## src/rtl/pc_sequencer.sv

```systemverilog
// -----------------------------------------------------------------------------
// pc_sequencer
//
// Control FSM that steps an external 8-bit program counter. It clears the PC,
// requests instruction words from memory, and pulses the PC enable once per
// accepted word, using either the instruction length or a branch offset as
// the PC increment.
//
// Optional feature (macro PC_SEQ_TIMEOUT_EN):
//   Adds a fetch-wait counter, an ERR state and the sticky timeout_err output.
//   A fetch that sees mem_ready low for TIMEOUT_CYCLES consecutive cycles
//   aborts into ERR. Without the macro, FETCH waits indefinitely.
//
// Parameters:
//   TIMEOUT_CYCLES  maximum FETCH wait cycles before ERR (macro builds only)
//
// Ports:
//   clk            single clock, rising edge
//   reset          synchronous, active-low reset
//   start          begin sequencing from PC 0 (honoured in IDLE/HALTED/ERR)
//   halt           stop sequencing
//   mem_ready      memory holds the word at the current PC
//   instr_len      byte length of current instruction (0 treated as 1)
//   branch_valid   current instruction is a taken branch
//   branch_offset  two's-complement PC offset for taken branches
//   pc_clear       PC active-high clear
//   pc_enable      PC enable
//   pc_increment   PC increment, held between steps
//   mem_req        fetch request to instruction memory
//   busy           high in CLEAR, FETCH and STEP
//   fetch_count    completed PC steps since the last CLEAR, saturating
//   timeout_err    sticky fetch timeout flag (macro builds only)
// -----------------------------------------------------------------------------
module pc_sequencer #(
  parameter int TIMEOUT_CYCLES = 15
) (
  input  logic       clk,
  input  logic       reset,
  input  logic       start,
  input  logic       halt,
  input  logic       mem_ready,
  input  logic [2:0] instr_len,
  input  logic       branch_valid,
  input  logic [7:0] branch_offset,
  output logic       pc_clear,
  output logic       pc_enable,
  output logic [7:0] pc_increment,
  output logic       mem_req,
  output logic       busy,
  output logic [7:0] fetch_count
`ifdef PC_SEQ_TIMEOUT_EN
  ,
  output logic       timeout_err
`endif
);

  typedef enum logic [2:0] {
    IDLE   = 3'd0,
    CLEAR  = 3'd1,
    FETCH  = 3'd2,
    STEP   = 3'd3,
`ifdef PC_SEQ_TIMEOUT_EN
    ERR    = 3'd5,
`endif
    HALTED = 3'd4
  } state_t;

  state_t state, state_nxt;

  // Set when halt arrives together with the accepted word, so the step that
  // word triggers still completes before stopping.
  logic halt_pend;

  // A TIMEOUT_CYCLES below 1 has no meaningful interpretation; nothing is
  // generated for it, the default build simply ignores the value.
  if (TIMEOUT_CYCLES < 1) begin : g_timeout_cycles_invalid
  end

`ifdef PC_SEQ_TIMEOUT_EN
  localparam int WAIT_W = ($clog2(TIMEOUT_CYCLES + 1) > 4) ?
                          $clog2(TIMEOUT_CYCLES + 1) : 4;
  logic [WAIT_W-1:0] wait_cnt;
`endif

  // Increment chosen for the accepted word: branch offset wins, otherwise the
  // zero-extended length with a zero length promoted to one byte.
  function automatic logic [7:0] step_size(input logic       bv,
                                           input logic [7:0] off,
                                           input logic [2:0] len);
    logic [7:0] inc;
    if (bv)
      inc = off;
    else if (len == 3'd0)
      inc = 8'd1;
    else
      inc = {5'b0, len};
    return inc;
  endfunction

  function automatic logic [7:0] sat_inc8(input logic [7:0] v);
    return (v == 8'hFF) ? v : v + 8'd1;
  endfunction

  always_comb begin
    state_nxt = state;
    pc_clear  = 1'b0;
    pc_enable = 1'b0;
    mem_req   = 1'b0;
    busy      = 1'b0;
    case (state)
      IDLE: begin
        if (start) state_nxt = CLEAR;
      end
      CLEAR: begin
        pc_clear  = 1'b1;
        busy      = 1'b1;
        state_nxt = FETCH;
      end
      FETCH: begin
        mem_req = 1'b1;
        busy    = 1'b1;
        // An accepted word always completes its step; halt only aborts a
        // fetch that is still waiting, and takes priority over a timeout.
        if (mem_ready)
          state_nxt = STEP;
        else if (halt)
          state_nxt = HALTED;
`ifdef PC_SEQ_TIMEOUT_EN
        else if (wait_cnt == WAIT_W'(TIMEOUT_CYCLES - 1))
          state_nxt = ERR;
`endif
      end
      STEP: begin
        pc_enable = 1'b1;
        busy      = 1'b1;
        state_nxt = (halt || halt_pend) ? HALTED : FETCH;
      end
      HALTED: begin
        if (start) state_nxt = CLEAR;
      end
`ifdef PC_SEQ_TIMEOUT_EN
      ERR: begin
        if (start) state_nxt = CLEAR;
      end
`endif
      default: state_nxt = IDLE;
    endcase
  end

  always_ff @(posedge clk) begin
    if (!reset) begin
      state        <= IDLE;
      halt_pend    <= 1'b0;
      pc_increment <= 8'd0;
      fetch_count  <= 8'd0;
`ifdef PC_SEQ_TIMEOUT_EN
      wait_cnt     <= '0;
      timeout_err  <= 1'b0;
`endif
    end else begin
      state <= state_nxt;

      // Count is cleared on entry so it already reads zero during CLEAR.
      if (state_nxt == CLEAR)
        fetch_count <= 8'd0;

      // The word is accepted on this edge: latch its increment and count the
      // step so both are visible for the whole STEP cycle.
      if (state == FETCH && mem_ready) begin
        pc_increment <= step_size(branch_valid, branch_offset, instr_len);
        fetch_count  <= sat_inc8(fetch_count);
        halt_pend    <= halt;
      end else if (state == STEP) begin
        halt_pend    <= 1'b0;
      end

`ifdef PC_SEQ_TIMEOUT_EN
      // Counts only consecutive not-ready cycles of a single fetch.
      if (state == FETCH && !mem_ready && state_nxt == FETCH)
        wait_cnt <= wait_cnt + WAIT_W'(1);
      else
        wait_cnt <= '0;

      if (state_nxt == ERR)
        timeout_err <= 1'b1;
      else if (state_nxt == CLEAR)
        timeout_err <= 1'b0;
`endif
    end
  end

endmodule

```

## config.mk

```make
export PLATFORM = sky130hd
export DESIGN_NAME = pc_sequencer
export DESIGN_NICKNAME = d
export VERILOG_FILES = /design/src/rtl/pc_sequencer.sv
export SDC_FILE = /design/constraint.sdc
export NUM_CORES = 1
export LEC_CHECK = 0
export ABC_AREA = 0
export CAP_MARGIN = 40
export CORE_ASPECT_RATIO = 1.5
export CORE_UTILIZATION = 29
export CTS_BUF_LIST = sky130_fd_sc_hd__clkbuf_2 sky130_fd_sc_hd__clkbuf_4 sky130_fd_sc_hd__clkbuf_8
export DETAILED_ROUTE_END_ITERATION = 10
export DONT_BUFFER_PORTS = 1
export PLACE_DENSITY = 0.39
export SLEW_MARGIN = 15
export SYNTH_ARGS = -nofsm -noshare
export SYNTH_HDL_FRONTEND = slang
export SYNTH_SLANG_ARGS = --single-unit
```

## constraint.sdc

```tcl
create_clock -name clk -period 2.1 [get_ports clk]
set_input_delay 0.21 -clock clk [delete_from_list [all_inputs] [get_ports clk]]
set_output_delay 0.21 -clock clk [all_outputs]
set_load 0.01 [all_outputs]
```

==> metrics.csv, run 1 <==
metric;value;unit
status;finished, final reports clean;
coreArea;3420;um2
yosysTopAreaCellShare;38.3;%
cts_inserted_buffers;3;
fp.dieArea;3850;um2
p_int;0.581;mW
synth_top_cells_by_area;sky130_fd_sc_hd__dfxtp_1 38%, sky130_fd_sc_hd__a21boi_0 5.0%, sky130_fd_sc_hd__nand2_1 5.0%;
grt_pass1_wl;3750;um
timing_hold_violations_final;0;
io_buffers;0;
final_standard_cell_count_with_taps_included_and_fillers_excluded;160;
grt_max_degree;20;
worst_setup_path_end_kind;register;
h_tree_level_count;1;
avgViaCountPerCell;5.16;
syn_area;1040;um2
place.detailed.hpwl;1690;um
finalNetCount;137;
placement_setup_slack;0.414;ns
post_synth_edffs;0;
layout.filler_cells;369;
vias_in_the_first_global_route;783;
finalSetupViolCount;0;
tritoncts;built;
route.antenna.remaining_nets;0;
path_class;register to register;
synthesis.instances;118;
synthTopCellsByCount;20 x sky130_fd_sc_hd__dfxtp_1, 14 x sky130_fd_sc_hd__nand2_1, 8 x sky130_fd_sc_hd__nand3_1;
pd_cells;667;nW/um2
drt_first_pass_iters;3;
gp_congestion;0.780;
worst_setup_path_start_kind;register;
design.portCount;37;
rows;26;
clock_pin_slew_on_the_worst_setup_and_hold_paths;0.08;ns
postSynthNetCount;136;
fmaxAchievable;0.592;GHz
setup_repair_after_global_routing_missed_its_margin;no;
worstPathBufferInverterCount;1;
num_vias;826;
synthMostInstantiatedCell;sky130_fd_sc_hd__dfxtp_1;
max_slew_margin;72.2;%
synth-async-reset-ratio;0;%
synth_seq_area_share;38.3;%
grt_remaining_overflow;0;
buffer_depth_of_the_longest_clock_path;2;
total_leakage_power;0.416;nW
cp_cell_sequence;ha_1, nand3_2, o211ai_1, inv_1, a221o_1;
total_routing_resource_utilization_after_global_routing;13.4;%
cp_data_arrival_time;1.84;ns
fin_tns_setup;0;ns
totalWireLength;2340;um
max-vdd-ir-drop;0.279;mV
critical_path.top_delay_family;compound AO/OA/AOI/OAI gates;
number_of_placed_cells_counting_well_taps;156;
crit_fanout;6;
clock-skew-final;0.00359;ns
worst_skew_pair_latency;0.26;ns
ys.warnings.count;0;
netlist.top_cell.by_area;sky130_fd_sc_hd__dfxtp_1;
grt_antenna_before_repair;0;
p_switching;0.171;mW
maxSlewViolCount;0;
power.switching_fraction;22.7;%
critical-path-max-stage-delay;0.48;ns
drt_iter0_drc;25;
clock-sinks;20;
post_cts_resize_count;0;
final_layout_size_suffix_gt1_share;15.3;%
antenna_cells;0;
cts_hold_repair.buffers;0;
post-cts-setup-buffer-count;0;
critPathSlowestCell;sky130_fd_sc_hd__dfxtp_1;
pwr-share-seq;53.2;%
finalCriticalPeriod;1.69;ns
cts_root_buffer_type;sky130_fd_sc_hd__clkbuf_8;
worstHoldPathType;primary input to register;
final.hold.worst_slack;0.0729;ns
power;0.752;mW
clockPowerShare;39.2;%
max-cap-violations;0;
cp.required;2.25;ns
max_slew.worst_pin.slew;0.415;ns
min_period_over_period;80.4;%
initial_utilization;30.6;%
wl_per_cell;14.6;um
synth_cell_types;45;
synthesis_to_finish_area_growth;7.90;%
post-route-worst-setup-slack;0.412;ns
post_synth.cell_area_avg;8.85;um2
synth_flop_cell;sky130_fd_sc_hd__dfxtp_1;
drc;0;
ys_seq_elements;20;
combinationalPowerShare;7.5;%
die_w;51.0;um
fp.dieH;75.5;um
[per-stage QoR]
| stage | cell area (um2) | util, % |
|---|---|---|
| finish | 1130 | 33.0 |
| detailed placement | 1070 | 31.4 |
| global route | 1130 | 33.0 |
| floorplan | 1040 | - |
| global placement | 1070 | 31.4 |
| CTS | 1130 | 33.0 |
[final timing paths]
path,start,to,slack (ns),cells past startpoint
setup / recovery,fetch_count[1]$_SDFFE_PN0P_,fetch_count[5]$_SDFFE_PN0P_,0.41,5
hold reg to reg,pc_increment[6]$_SDFFE_PN0P_,pc_increment[6]$_SDFFE_PN0P_,0.51,2
setup reg to reg,fetch_count[1]$_SDFFE_PN0P_,fetch_count[5]$_SDFFE_PN0P_,0.41,5
hold / removal,reset,fetch_count[7]$_SDFFE_PN0P_,0.07,1
[placed cells by master, fill, tap and decap left out, types with 2 or more instances in the layout]
cell type / netlist / final
sky130_fd_sc_hd__dfxtp_1: 20 / 20
sky130_fd_sc_hd__nand2_1: 14 / 14
sky130_fd_sc_hd__nand3_1: 8 / 8
sky130_fd_sc_hd__nor2_1: 7 / 7
sky130_fd_sc_hd__a21boi_0: 7 / 7
sky130_fd_sc_hd__inv_1: 5 / 5
sky130_fd_sc_hd__o21ai_0: 5 / 5
sky130_fd_sc_hd__a21oi_1: 4 / 4
sky130_fd_sc_hd__clkbuf_8: 0 / 4
sky130_fd_sc_hd__xnor2_1: 3 / 3
sky130_fd_sc_hd__buf_4: 1 / 3
sky130_fd_sc_hd__mux2i_1: 2 / 2
sky130_fd_sc_hd__o211a_1: 2 / 2
sky130_fd_sc_hd__nand4_1: 2 / 2
sky130_fd_sc_hd__a32oi_1: 2 / 2
sky130_fd_sc_hd__nor2b_1: 2 / 2
sky130_fd_sc_hd__a22o_2: 2 / 2
[power groups by stage]
stage	Clock, mW	Combinational [mW]	Sequential, mW
floorplan	0	0.0598	0.405
global placement	0	0.0564	0.409
detailed placement	0	0.0573	0.409
CTS	0.309	0.0574	0.400
global route	0.319	0.0632	0.402
finish	0.295	0.0567	0.400
[cell type report]
type,count,area (um2),share of cell area [%]
sequential,20,400,35.5
timing repair buffer,3,22.5,2.00
clock buffer,4,55.1,4.88
inverter,5,18.8,1.66
multi-input combinational,86,578,51.3
tap,42,52.6,4.66
[layer usage]
metal / GRT usage (%) / routed length (um) / vias to the layer above
li1: - / - / 422
met1: 15.4 / 1050 / 380
met2: 23.0 / 1140 / 22
met3: 2.79 / 117 / 2
met4: 7.41 / 27 / 0
met5: 0 / 0 / -
[worst register-to-register path, stage by stage (launching register included)]
cell                       delay [ns]
sky130_fd_sc_hd__dfxtp_1         0.48
sky130_fd_sc_hd__ha_1            0.26
sky130_fd_sc_hd__nand3_2         0.16
sky130_fd_sc_hd__o211ai_1        0.26
sky130_fd_sc_hd__inv_1           0.11
sky130_fd_sc_hd__a221o_1         0.32
[registers in the layout (all words and copies together) (netlist names)]
name / flops
pc_increment: 8
state: 3
halt_pend: 1
fetch_count: 8
[cell families (layout without fill, tap and decap cells)]
logic type               count (synthesis)  count (layout)  share of synthesized area [%]
AO/OA/AOI/OAI                           30              30                           21.4
XOR/XNOR                                 4               4                           3.35
adder cells (fa/ha/maj)                  1               1                           1.20
buffers and inverters                   12              12                           6.35
flip-flops                              20              20                           38.3
multiplexers                             3               3                           2.99
AND/OR/NAND/NOR                         48              48                           26.3
Power figures use the tool's default switching activity.
==> run 2, diff against run 1 <==
==> constraint.sdc (replaced) <==
create_clock -name clk -period 1.6 [get_ports clk]
set_input_delay 0.16 -clock clk [delete_from_list [all_inputs] [get_ports clk]]
set_output_delay 0.16 -clock clk [all_outputs]
set_load 0.01 [all_outputs]
==> run 2 against run 1 <==
Worst setup slack worse by 0.31 ns. Combinational power up 54%. First-iteration DRC count down 40%. Critical path depth unchanged. Register-to-register slack worse by 0.31 ns. Utilization up 2.1 points. Critical path type unchanged.
==> metrics.csv, run 2 (same netlist as run 1, synthesis figures left out) <==
metric;value;unit;change
fp.dieArea;3850;um2;unchanged
h_tree_level_count;1;;unchanged
route.antenna.remaining_nets;0;;unchanged
grt_max_degree;20;;unchanged
final_layout_size_suffix_gt1_share;21.9;%;+6.6 points
totalWireLength;2400;um;+2.5%
drt_iter0_drc;15;;-40%
cp.required;1.76;ns;-0.49 ns
cp_cell_sequence;and4bb_4, buf_4, nor2_1, a22o_1, and2_1;;
total_routing_resource_utilization_after_global_routing;13.4;%;-0.030 points
finish.instance_area;1200;um2;+6.4%
worstHoldPathType;primary input to register;;
total_leakage_power;0.465;nW;+12%
fp.dieH;75.5;um;unchanged
die_w;51.0;um;unchanged
initial_utilization;30.6;%;unchanged
clock-sinks;20;;unchanged
buffer_depth_of_the_longest_clock_path;2;;unchanged
crit_fanout;13;;+7
worst_skew_pair_latency;0.25;ns;about the same
path_class;register to register;;
clock_pin_slew_on_the_worst_setup_and_hold_paths;0.07;ns;about the same
coreArea;3420;um2;unchanged
layout_commonest_cell;sky130_fd_sc_hd__dfxtp_1;;
gp_congestion;0.743;;-4.8%
cp-endpoint;halt_pend$_SDFFE_PN0P_;;
placement_setup_slack;0.0735;ns;-0.341 ns
worst_r2r_path_depth;5;;unchanged
worst_setup_path_end_kind;register;;
finalSetupViolCount;0;;unchanged
rows;26;;unchanged
clock-skew-final;0.00340;ns;-0.000182 ns
r2r_slack;0.10;ns;-0.31 ns
timing.critical_path.depth;5;;unchanged
post-cts-setup-buffer-count;0;;unchanged
max_slew.worst_pin.slew;0.404;ns;-0.0110 ns
finalNetCount;148;;+8.0%
vias_in_the_first_global_route;814;;+4.0%
num_vias;869;;+5.2%
grt_remaining_overflow;0;;unchanged
wl_per_cell;14.1;um;-3.5%
min_period_over_period;93.5;%;+13 points
drc;0;;unchanged
io_buffers;0;;unchanged
cts_root_buffer_type;sky130_fd_sc_hd__clkbuf_8;;
pd_cells;778;nW/um2;+17%
critPathSlowestCell;sky130_fd_sc_hd__dfxtp_1;;
number_of_placed_cells_counting_well_taps;167;;+7.1%
timing_hold_violations_final;0;;unchanged
grt_antenna_before_repair;0;;unchanged
drt_first_pass_iters;6;;+3
fin_tns_setup;0;ns;unchanged
synthesis_to_finish_area_growth;14.9;%;
post-route-worst-setup-slack;0.105;ns;-0.308 ns
design.portCount;37;;unchanged
antenna_cells;0;;unchanged
fmaxAchievable;0.669;GHz;+13%
top_library_cells_by_usage_in_the_layout_fill_and_taps_aside;20 x sky130_fd_sc_hd__dfxtp_1, 14 x sky130_fd_sc_hd__nand2_1, 14 x sky130_fd_sc_hd__buf_4;;
critical_path.top_delay_family;simple AND/OR/NAND/NOR gates;;
final_standard_cell_count_with_taps_included_and_fillers_excluded;170;;+6.3%
max-cap-violations;0;;unchanged
postPlaceCellArea;1150;um2;+7.7%
startpoint;state[1]$_SDFF_PN0_;;
tritoncts;built;;
place.detailed.hpwl;1810;um;+7.4%
worst_setup_path_start_kind;register;;
worstPathBufferInverterCount;1;;unchanged
cts_inserted_buffers;3;;unchanged
largestRegisters;fetch_count (8), pc_increment (8), state (3);;
max-vdd-ir-drop;0.442;mV;+59%
grt_pass1_wl;3750;um;-0.19%
rr_startpoint;state[1]$_SDFF_PN0_;;
cp_data_arrival_time;1.65;ns;-0.19 ns
finalCriticalPeriod;1.50;ns;-0.192 ns
status;finished, final reports clean;;
avgViaCountPerCell;5.11;;-0.98%
setup_repair_after_global_routing_missed_its_margin;no;;
maxSlewViolCount;0;;unchanged
critical-path-max-stage-delay;0.46;ns;-0.02 ns
timing.rr.end;halt_pend$_SDFFE_PN0P_;;
max_slew_margin;73.0;%;+0.74 points
## run 2: cell count changes in the layout (fill, tap and decap cells not counted)
cell	before	now
sky130_fd_sc_hd__buf_4	3	14
sky130_fd_sc_hd__and4bb_2	1	0
sky130_fd_sc_hd__and4bb_4	0	1
sky130_fd_sc_hd__clkbuf_8	4	3
## run 2: how the worst min path moves through the flow
| stage | start | end | depth (start not counted) |
|---|---|---|---|
| final | reset | pc_increment[1]$_SDFFE_PN0P_ | 1 |
| after global routing | reset | pc_increment[1]$_SDFFE_PN0P_ | 1 |
| after CTS | reset | pc_increment[1]$_SDFFE_PN0P_ | 1 |
| after detailed placement | reset | halt_pend$_SDFFE_PN0P_ | 1 |
| after global placement | reset | halt_pend$_SDFFE_PN0P_ | 1 |
| after floorplan | branch_offset[3] | pc_increment[3]$_SDFFE_PN0P_ | 2 |
## run 2: repair_timing
item / in CTS / in global routing
hold buffers: 0 / 0
endpoints found under the setup margin: 0 / 2
resized for setup: 0 / 1
## run 2: power breakdown
group / internal, mW / switching, mW / leakage (nW)
registers: 0.509 / 0.0123 / 0.162
clock network: 0.168 / 0.157 / 0.0216
logic: 0.0429 / 0.0443 / 0.282
total: 0.719 / 0.214 / 0.465
## run 2: layout make-up
type	count	area [um2]
multi-input cells	86	582
well taps	42	52.6
fillers	382	2220
flip-flops and latches	20	400
repair buffers	14	105
inverters	5	18.8
clock buffers	3	41.3
## run 2: per-stage QoR
step,utilization [%],hold slack [ns],total power [mW]
after floorplan,-,0.332,0.610
after global placement,33.8,0.287,0.618
after detailed placement,33.8,0.292,0.619
after CTS,35.0,0.0200,0.949
after global routing,35.1,0.0167,0.975
final,35.1,0.0263,0.933
## run 2: layer usage
metal | vias to the layer above | track usage, % | routed length [um]
met1 | 397 | 14.0 | 959
met5 | - | 0 | 0
li1 | 442 | - | -
met3 | 4 | 3.99 | 146
met2 | 26 | 23.7 | 1250
met4 | 0 | 7.41 | 44
## run 2: worst register-to-register path, stage by stage (launching register included)
cell and delay, ns:
sky130_fd_sc_hd__dfxtp_1 0.46, sky130_fd_sc_hd__and4bb_4 0.35, sky130_fd_sc_hd__buf_4 0.21, sky130_fd_sc_hd__nor2_1 0.06, sky130_fd_sc_hd__a22o_1 0.17, sky130_fd_sc_hd__and2_1 0.14
==> run 3, diff against run 2 <==
--- a/config.mk
+++ b/config.mk
@@ -7,12 +7,13 @@
 export LEC_CHECK = 0
 export ABC_AREA = 0
 export CAP_MARGIN = 40
-export CORE_ASPECT_RATIO = 1.5
+export CORE_ASPECT_RATIO = 1.2
 export CORE_UTILIZATION = 29
 export CTS_BUF_LIST = sky130_fd_sc_hd__clkbuf_2 sky130_fd_sc_hd__clkbuf_4 sky130_fd_sc_hd__clkbuf_8
 export DETAILED_ROUTE_END_ITERATION = 10
 export DONT_BUFFER_PORTS = 1
 export PLACE_DENSITY = 0.39
+export SKIP_LAST_GASP = 1
 export SLEW_MARGIN = 15
 export SYNTH_ARGS = -nofsm -noshare
 export SYNTH_HDL_FRONTEND = slang
==> run 3 against run 2 <==
Largest cell class unchanged. Final area grew 0.73%. Hold slack lost 0.0045 ns. Largest power group unchanged. Routed wire length shrank 1.7%. The flow now finishes with violations (DRC). Utilization grew 0.47 points. Clock-buffer cell count grew 1. Register-to-register slack gained 0.03 ns. Global-route usage shrank 0.069 points. Via count grew 1.6%.
==> metrics.csv, run 3 (same netlist as run 1, synthesis figures left out) <==
metric;value;unit;change
largestRegisters;fetch_count (8), pc_increment (8), state (3);;
rows;23;;-12%
top_library_cells_by_usage_in_the_layout_fill_and_taps_aside;19 x sky130_fd_sc_hd__dfxtp_1, 14 x sky130_fd_sc_hd__nand2_1, 14 x sky130_fd_sc_hd__buf_4;;
total_routing_resource_utilization_after_global_routing;13.3;%;-0.069 points
max_slew.worst_pin.slew;0.389;ns;-0.0157 ns
fp.dieArea;3850;um2;-0.10%
power.switching_fraction;22.6;%;-0.32 points
worstHoldPathType;primary input to register;;
max-vdd-ir-drop;0.398;mV;-10%
cp_data_arrival_time;1.61;ns;-0.04 ns
place.detailed.hpwl;1750;um;-3.3%
number_of_placed_cells_counting_well_taps;162;;-3.0%
grt_remaining_overflow;0;;unchanged
setup_repair_after_global_routing_missed_its_margin;no;;
combinationalPowerShare;8.8;%;-0.5 points
finalSetupViolCount;0;;unchanged
cts_root_buffer_type;sky130_fd_sc_hd__clkbuf_8;;
post-route-util;35.6;%;+0.47 points
cp.required;1.75;ns;about the same
worstPathBufferInverterCount;0;;-1
fin_tns_setup;0;ns;unchanged
critical-path-max-stage-delay;0.46;ns;about the same
initial_utilization;30.8;%;+0.18 points
wl_per_cell;14.2;um;+0.66%
grt_use_met1;15.0;%;+0.99 points
total_leakage_power;0.474;nW;+1.9%
layout.filler_cells;352;;-7.9%
critPathSlowestCell;sky130_fd_sc_hd__dfxtp_1;;
grt_pass1_wl;3950;um;+5.3%
p_int;0.771;mW;+7.1%
clock-skew-final;0.00694;ns;+0.00353 ns
max_slew_margin;74.0;%;+1.0 points
path_class;register to register;;
tritoncts;built;;
buffer_depth_of_the_longest_clock_path;2;;unchanged
post-cts-setup-buffer-count;0;;unchanged
drt_first_pass_iters;7;;+1
worst_setup_path_end_kind;register;;
violations;DRC;;
gr-max-usage-layer;met2;;
fmaxAchievable;0.681;GHz;+1.9%
final_standard_cell_count_with_taps_included_and_fillers_excluded;166;;-2.4%
worst_skew_pair_latency;0.26;ns;about the same
worst_setup_path_start_kind;register;;
clock_pin_slew_on_the_worst_setup_and_hold_paths;0.08;ns;about the same
route.antenna.remaining_nets;0;;unchanged
post-route-worst-setup-slack;0.132;ns;+0.0276 ns
grt_max_degree;20;;unchanged
placement_setup_slack;0.101;ns;+0.0277 ns
grt_use_met2;23.7;%;about the same
vias_in_the_first_global_route;868;;+6.6%
multi_input_comb_area;582;um2;unchanged
synthesis_to_finish_area_growth;15.7;%;
die_w;56.8;um;+11%
post_cts_resize_count;0;;unchanged
max-cap-violations;0;;unchanged
clockPowerShare;38.9;%;+4.1 points
register_area;402;um2;+0.31%
pd_cells;823;nW/um2;+5.9%
io_buffers;0;;unchanged
h_tree_level_count;1;;unchanged
status;finished, violations left;;
grt_antenna_before_repair;0;;unchanged
grt.met3_usage;3.83;%;-0.16 points
cp_cell_sequence;and4bb_4, o21ai_2, and3_4, a221o_1;;
finalCriticalPeriod;1.47;ns;-0.0276 ns
clock-sinks;20;;unchanged
timing_hold_violations_final;0;;unchanged
critical_path.top_delay_family;simple AND/OR/NAND/NOR gates;;
coreArea;3400;um2;-0.59%
cts_inserted_buffers;3;;unchanged
min_period_over_period;91.7;%;-1.7 points
layout_commonest_cell;sky130_fd_sc_hd__dfxtp_1;;
crit_fanout;10;;-3
finalNetCount;148;;unchanged
p_switching;0.225;mW;+5.2%
gp_congestion;0.736;;-0.92%
design.portCount;37;;unchanged
avgViaCountPerCell;5.32;;+4.1%
fp.dieH;67.8;um;-10%
pwr-share-seq;52.4;%;-3.5 points
num_vias;883;;+1.6%
drc;4;;+4
cts_hold_repair.buffers;0;;unchanged
maxSlewViolCount;0;;unchanged
final_layout_size_suffix_gt1_share;23.3;%;+1.4 points
drt_iter0_drc;47;;+32
totalWireLength;2360;um;-1.7%
antenna_cells;0;;unchanged
## run 3: worst paths after layout
path	cells after the start	end	startpoint	slack, ns
max	4	fetch_count[5]$_SDFFE_PN0P_	state[1]$_SDFF_PN0_	0.13
min	1	halt_pend$_SDFFE_PN0P_	reset	0.02
max reg2reg	4	fetch_count[5]$_SDFFE_PN0P_	state[1]$_SDFF_PN0_	0.13
min reg2reg	2	pc_increment[4]$_SDFFE_PN0P_	pc_increment[4]$_SDFFE_PN0P_	0.51
## run 3: layout make-up
cell class	instances	area share, %
timing repair buffer	14	8.70
inverter	5	1.55
multi-input combinational	86	48.1
tap	37	3.83
sequential	20	33.2
clock buffer	4	4.55
## run 3: stage by stage
stage | total power [mW] | instance area, um2 | hold WS [ns]
floorplan | 0.610 | 1040 | 0.332
global placement | 0.618 | 1150 | 0.285
detailed placement | 0.618 | 1150 | 0.290
CTS | 1.00 | 1200 | 0.0218
global route | 1.04 | 1210 | 0.0191
finish | 0.995 | 1210 | 0.0218
## run 3: routing by layer
metal / wire [um] / vias up / share of wire, %
li1: - / 445 / -
met1: 1050 / 410 / 45
met2: 1110 / 26 / 47
met3: 170 / 2 / 7.2
met4: 25 / 0 / 1.1
met5: 0 / - / 0
## run 3: power by group through the flow
| stage | Clock, mW | Sequential (mW) | Combinational [mW] |
|---|---|---|---|
| finish | 0.387 | 0.521 | 0.0871 |
| floorplan | 0 | 0.531 | 0.0785 |
| global placement | 0 | 0.532 | 0.0855 |
| CTS | 0.397 | 0.521 | 0.0869 |
| global route | 0.426 | 0.523 | 0.0954 |
| detailed placement | 0 | 0.532 | 0.0861 |
